==> config.mk <==
export PLATFORM = sky130hd
export DESIGN_NAME = acc_bank
export DESIGN_NICKNAME = d
export VERILOG_FILES = /design/src/rtl/acc_pkg.sv /design/src/rtl/acc_sat_add.sv /design/src/rtl/acc_bank.sv
export SDC_FILE = /design/constraint.sdc
export NUM_CORES = 1
export LEC_CHECK = 0
export BUFFER_PORTS_ARGS = -buffer_cell sky130_fd_sc_hd__buf_2
export CAP_MARGIN = 40
export CORE_UTILIZATION = 57
export CTS_BUF_LIST = sky130_fd_sc_hd__clkbuf_4 sky130_fd_sc_hd__clkbuf_8
export CTS_CLUSTER_SIZE = 12
export DETAILED_ROUTE_END_ITERATION = 12
export PLACE_DENSITY = 0.88
export SLEW_MARGIN = 10
export SYNTH_ARGS = -nofsm -noshare
export SYNTH_HDL_FRONTEND = slang
export SYNTH_SLANG_ARGS = --single-unit
==> constraint.sdc <==
create_clock -name clk -period 3.35 [get_ports clk]
set_input_delay 0.335 -clock clk [delete_from_list [all_inputs] [get_ports clk]]
set_output_delay 0.335 -clock clk [all_outputs]
set_load 0.02 [all_outputs]
==> src/rtl/acc_pkg.sv <==
// Shared constants and saturation-bound helpers for the accumulator bank.
package acc_pkg;

    localparam int IN_W_DEF  = 12;
    localparam int ACC_W_DEF = 28;

    // Largest and smallest two's-complement value representable in w bits.
    function automatic logic signed [63:0] sat_max(input int w);
        return (64'sd1 <<< (w - 1)) - 64'sd1;
    endfunction

    function automatic logic signed [63:0] sat_min(input int w);
        return -(64'sd1 <<< (w - 1));
    endfunction

endpackage

==> src/rtl/acc_sat_add.sv <==
// Combinational signed add of one term into an accumulator, with overflow
// detection and either clamp-to-bound or two's-complement wrap.
module acc_sat_add
    import acc_pkg::*;
#(
    parameter int IN_W  = IN_W_DEF,
    parameter int ACC_W = ACC_W_DEF
) (
    input  logic signed [ACC_W-1:0] i_acc,
    input  logic signed [IN_W-1:0]  i_term,
    input  logic                    i_saturate,
    output logic signed [ACC_W-1:0] o_result,
    output logic                    o_ovf_now
);

    localparam int SUM_W = ACC_W + 1;
    localparam logic signed [SUM_W-1:0] MAX_V = SUM_W'(sat_max(ACC_W));
    localparam logic signed [SUM_W-1:0] MIN_V = SUM_W'(sat_min(ACC_W));

    logic signed [SUM_W-1:0] w_sum;
    logic                    w_hi;
    logic                    w_lo;

    // One guard bit is enough: a single term can push at most one range past.
    assign w_sum = SUM_W'(i_acc) + SUM_W'(i_term);
    assign w_hi  = (w_sum > MAX_V);
    assign w_lo  = (w_sum < MIN_V);

    always_comb begin
        o_ovf_now = w_hi | w_lo;
        o_result  = w_sum[ACC_W-1:0];
        if (i_saturate) begin
            if (w_hi) begin
                o_result = MAX_V[ACC_W-1:0];
            end else if (w_lo) begin
                o_result = MIN_V[ACC_W-1:0];
            end
        end
    end

endmodule

==> src/rtl/acc_bank.sv <==
// Multi-channel signed accumulator bank: per-channel running sums with sticky
// overflow flags, emitting each frame total through a one-slot output register.
module acc_bank
    import acc_pkg::*;
#(
    parameter int IN_W     = IN_W_DEF,
    parameter int ACC_W    = ACC_W_DEF,
    parameter int N_CH     = 4,
    parameter int SATURATE = 1,
    localparam int CH_W    = (N_CH > 1) ? $clog2(N_CH) : 1
) (
    input  logic                    clk,
    input  logic                    rst,
    input  logic                    clr,
    input  logic                    in_valid,
    output logic                    in_ready,
    input  logic [CH_W-1:0]         in_ch,
    input  logic signed [IN_W-1:0]  in_data,
    input  logic                    in_last,
    output logic                    out_valid,
    input  logic                    out_ready,
    output logic [CH_W-1:0]         out_ch,
    output logic signed [ACC_W-1:0] out_data,
    output logic                    out_ovf
);

    localparam int CHK_W = CH_W + 1;
    localparam logic [CHK_W-1:0] N_CH_V = CHK_W'(N_CH);

    logic signed [ACC_W-1:0] r_acc [N_CH];
    logic [N_CH-1:0]         r_ovf;

    logic                    r_out_valid;
    logic [CH_W-1:0]         r_out_ch;
    logic signed [ACC_W-1:0] r_out_data;
    logic                    r_out_ovf;

    logic                    w_ch_ok;
    logic [CH_W-1:0]         w_idx;
    logic                    w_in_ready;
    logic                    w_acc_en;
    logic                    w_xfer;
    logic                    w_sat_mode;
    logic signed [ACC_W-1:0] w_acc_sel;
    logic signed [ACC_W-1:0] w_result;
    logic                    w_ovf_now;

    // Out-of-range channels are consumed by the handshake but never touch state.
    assign w_ch_ok    = ({1'b0, in_ch} < N_CH_V);
    assign w_idx      = w_ch_ok ? in_ch : '0;
    assign w_in_ready = ~r_out_valid | out_ready;
    assign w_acc_en   = in_valid & w_in_ready & ~clr & w_ch_ok;
    assign w_xfer     = r_out_valid & out_ready;
    assign w_sat_mode = (SATURATE != 0);
    assign w_acc_sel  = r_acc[w_idx];

    acc_sat_add #(
        .IN_W  (IN_W),
        .ACC_W (ACC_W)
    ) u_add (
        .i_acc      (w_acc_sel),
        .i_term     (in_data),
        .i_saturate (w_sat_mode),
        .o_result   (w_result),
        .o_ovf_now  (w_ovf_now)
    );

    always_ff @(posedge clk or negedge rst) begin
        if (!rst) begin
            for (int i = 0; i < N_CH; i++) begin
                r_acc[i] <= '0;
            end
            r_ovf <= '0;
        end else if (clr) begin
            for (int i = 0; i < N_CH; i++) begin
                r_acc[i] <= '0;
            end
            r_ovf <= '0;
        end else if (w_acc_en) begin
            if (in_last) begin
                r_acc[w_idx] <= '0;
                r_ovf[w_idx] <= 1'b0;
            end else begin
                r_acc[w_idx] <= w_result;
                r_ovf[w_idx] <= r_ovf[w_idx] | w_ovf_now;
            end
        end
    end

    // A new last term wins over a drain in the same cycle, keeping out_valid high.
    always_ff @(posedge clk or negedge rst) begin
        if (!rst) begin
            r_out_valid <= 1'b0;
            r_out_ch    <= '0;
            r_out_data  <= '0;
            r_out_ovf   <= 1'b0;
        end else if (w_acc_en && in_last) begin
            r_out_valid <= 1'b1;
            r_out_ch    <= w_idx;
            r_out_data  <= w_result;
            r_out_ovf   <= r_ovf[w_idx] | w_ovf_now;
        end else if (w_xfer) begin
            r_out_valid <= 1'b0;
        end
    end

    assign in_ready  = w_in_ready;
    assign out_valid = r_out_valid;
    assign out_ch    = r_out_ch;
    assign out_data  = r_out_data;
    assign out_ovf   = r_out_ovf;

endmodule

==> qor.yml <==
flow_run:
  cap_violations: 0
floorplan:
  core_um2: 13200
  die_area_um2: 14000
  start_util_pct: 58.4
  pin_count: 53
  die_w_um: 118
  core.rowCount: 42
  die_y_um: 118
yosys:
  synth_xor_area_share_pct: 2.71
  yosysSeqAreaShare_pct: 48.1
  yosys.area_share.adder_pct: 4.95
  synthSimpleGateAreaFrac_pct: 12.5
  async_flop_share_pct: 100
  synth_area_per_cell_um2: 9.99
  synth-compound-area-share_pct: 20.4
  synth_top_area_share_pct: 48.1
  synth-seq-cells: 148
  netlist_area_um2: 7710
  synth_ff_type: "dfrtp_1"
  synthMuxAreaShare_pct: 8.77
  synthDistinctLibCells: 60
  synth_top_family_by_area: "compound AO/OA/AOI/OAI gates"
  synth_area_leaders: "dfrtp_1 48%, mux4_2 8.5%, o21ai_0 7.5%"
  syn-num-nets: 820
  syn-instance-count: 771
  ys_warn_count: 0
  synth_edf_count: 0
  post-synth-top-area-cell: "dfrtp_1"
setup_path:
  worstSetupPathType: "reg2reg"
  cp.required_ps: 3730
  startpoint_type: "flop"
  worstPathArrival_ps: 4240
  crit_fanout: 13
  endpoint_kind: "flop"
timing:
  slew-limit-headroom_pct: 39.9
  min_period_ps: 3860
  hold_viol: 0
  final_max_slew_viol_count: 0
  tightestPinTransition_ps: 895
  clock-skew-final_ps: 21.0
  timing.final.ws_setup_ps: -506
  fmax_ghz: 0.259
  finalSetupViolCount: 141
  rsz0062_at_grt: "true"
  fin_crit_sh_pct: 115
global_route:
  grt_max_degree: 83
  grt_pass1_wl_um: 40000
  grt_pass1_vias: 7607
  track_usage_pct: 37.8
  antenna_found_initial: 1
  overflow: 0
detailed_routing:
  drc: 0
  viasPerCell: 7.15
  routed_wl_um: 30100
  drt-initial-drc-count: 1277
  drt_first_pass_iters: 6
  via_count: 8098
  wl_per_cell_um: 26.6
  postRouteAntennaNets: 0
power:
  sw_frac_of_total_pct: 32.8
  p_int_mw: 3.12
  p_sw_mw: 1.52
  clockPowerShare_pct: 33.0
  p_per_area_nw_per_um2: 451
  power_frac_comb_pct: 24.2
  p_leak_nw: 4.80
  vdd_drop_max_mv: 0.446
  power.share.sequential_pct: 42.8
clock_network:
  clockBufferDepth: 2
  cts_buffers: 17
  tritoncts: "yes"
  h-tree-depth: 4
  clk_latency_ps: 490
  clkTransAtPathRegs_ps: 90
  cts-root-buf: "clkbuf_8"
  cts.sink_count: 148
placed_design:
  gp_congestion: 0.992
  place_hpwl_um: 15900
  io_buffers: 52
  place_inst: 1079
run_status:
  status: "finished, violations left"
  violations: "setup timing"
layout:
  antennaDiodeCount: 0
  nets: 993
  stdcell_count: 1132
  final_core_util_pct: 77.9
  synthToLayoutAreaGrowth_pct: 33.4
  layout-drive-gt1-share_pct: 37.8
  fillerInstances: 656
min_path:
  min_path_type: "in2reg"
## state kept, by name (all words and copies together), names as in the netlist
register and flops:
r_ovf 4, r_acc 112, out_ch 2, out_ovf 1, out_data 28, out_valid 1
## power by group through the flow
| stage | clock [mW] | combinational (mW) | sequential, mW |
|---|---|---|---|
| 2_1_floorplan | 0 | 0.403 | 2.10 |
| 3_3_place_gp | 0 | 0.878 | 2.00 |
| 3_5_place_dp | 0 | 0.911 | 2.00 |
| 4_1_cts | 1.50 | 0.979 | 1.97 |
| 5_1_grt | 1.59 | 1.17 | 1.99 |
| 6_report | 1.53 | 1.12 | 1.99 |
## placed cells by master, fill, tap and decap left out, types with 3 or more instances in the layout
master and instances:
a22o_1 28, o21ai_0 26, ha_4 9, and3_1 3, a31oi_2 4, and2_1 5, nor2_4 5, a21o_1 9
bufinv_16 3, o21ai_2 35, nand4_1 3, inv_1 10, buf_4 118, nand2_2 3, dfrtp_1 147, buf_2 51
xor2_1 10, nand2_1 144, a21oi_4 9, nor2_1 25, buf_12 10, clkbuf_8 19, nor2b_1 4, o211ai_1 5
nand3_1 9, nor2_2 13, o21a_1 4, a21oi_2 6, clkinvlp_4 3, a21oi_1 26, ha_1 17, xnor2_1 12
buf_6 11, o21ai_1 79, nand2b_1 3, mux4_2 29, nor3_1 3
## cell usage after synthesis (2+ instances only)
| master | instances |
|---|---|
| a211oi_1 | 2 |
| a21o_1 | 9 |
| a21oi_1 | 34 |
| a21oi_2 | 7 |
| a22o_1 | 28 |
| a31oi_1 | 5 |
| a41o_1 | 2 |
| a41oi_1 | 2 |
| and2_1 | 5 |
| and3_1 | 3 |
| buf_1 | 2 |
| buf_2 | 10 |
| clkbuf_1 | 26 |
| dfrtp_1 | 148 |
| ha_1 | 28 |
| inv_1 | 10 |
| mux2_2 | 2 |
| mux4_2 | 29 |
| nand2_1 | 147 |
| nand2b_1 | 4 |
| nand3_1 | 9 |
| nand4_1 | 3 |
| nor2_1 | 43 |
| nor2b_1 | 4 |
| nor3_1 | 6 |
| nor3b_1 | 2 |
| o211ai_1 | 5 |
| o21a_1 | 5 |
| o21ai_0 | 116 |
| o21ai_1 | 24 |
| o21bai_1 | 2 |
| xnor2_1 | 12 |
| xor2_1 | 10 |
## through the flow
step	instance area, µm²	power (mW)	hold WS (ps)	setup TNS [ps]	setup slack [ps]
2_1_floorplan	7900	2.51	39.4	-1310	-27.9
3_3_place_gp	9130	2.87	414	-40460	-367
3_5_place_dp	9130	2.91	417	-61320	-550
4_1_cts	9810	4.45	349	-192	-49.9
5_1_grt	10300	4.76	387	-56320	-657
6_report	10300	4.64	375	-44020	-506
## timing repair
action / CTS / global route
pin swaps: 9 / 52
endpoints found under the hold margin: 81 / 0
resized for setup: 63 / 142
cloned: 0 / 0
endpoints found under the setup margin: 136 / 140
buffers inserted: 12 / 14
hold buffers: 1 / 0
## worst max-delay path: stages, from the launching register on
cell and delay, ps:
dfrtp_1 430, mux4_2 490, ha_1 380, and3_1 210
nand4_1 400, o21ai_0 300, a221o_1 230, a21oi_4 50
a31o_4 280, nor3_4 280, buf_12 210, buf_4 150
a21oi_4 50, o21ai_0 280
## kinds of logic after synthesis
logic type	count (synthesis)
mux	31
flops	148
simple gates	232
fa+ha+maj	30
compound gates	258
buf+inv	49
xor+xnor	23
## area by class of cell
class	count	area [µm²]	share of cell area [%]
Multi-Input combinational cell	574	4390	42.7
Sequential cell	148	3700	36.0
Timing Repair Buffer	193	1510	14.6
Clock buffer	21	277	2.69
Tap cell	176	220	2.14
Clock inverter	10	148	1.44
Inverter	10	37.5	0.365
## worst paths after layout
kind,slack [ps],cells after the start,to,startpoint
setup / recovery,-510,13,r_acc[24]$_DFFE_PN0P_,r_acc[51]$_DFFE_PN0P_
hold / removal,380,4,out_data[0]$_DFFE_PN0P_,in_data[0]
setup reg to reg,-510,13,r_acc[24]$_DFFE_PN0P_,r_acc[51]$_DFFE_PN0P_
hold reg to reg,480,2,out_data[14]$_DFFE_PN0P_,out_data[14]$_DFFE_PN0P_
max in group asynchronous,2110,3,r_acc[3]$_DFFE_PN0P_,rst
min in group asynchronous,450,2,r_acc[24]$_DFFE_PN0P_,rst
## metal layers
metal	share of wire, %	global-route usage [%]
met5	0	0
met4	9.3	24.4
met3	14	8.74
met2	45	58.6
met1	32	47.9
No activity file was read; power rests on OpenSTA's default activity.
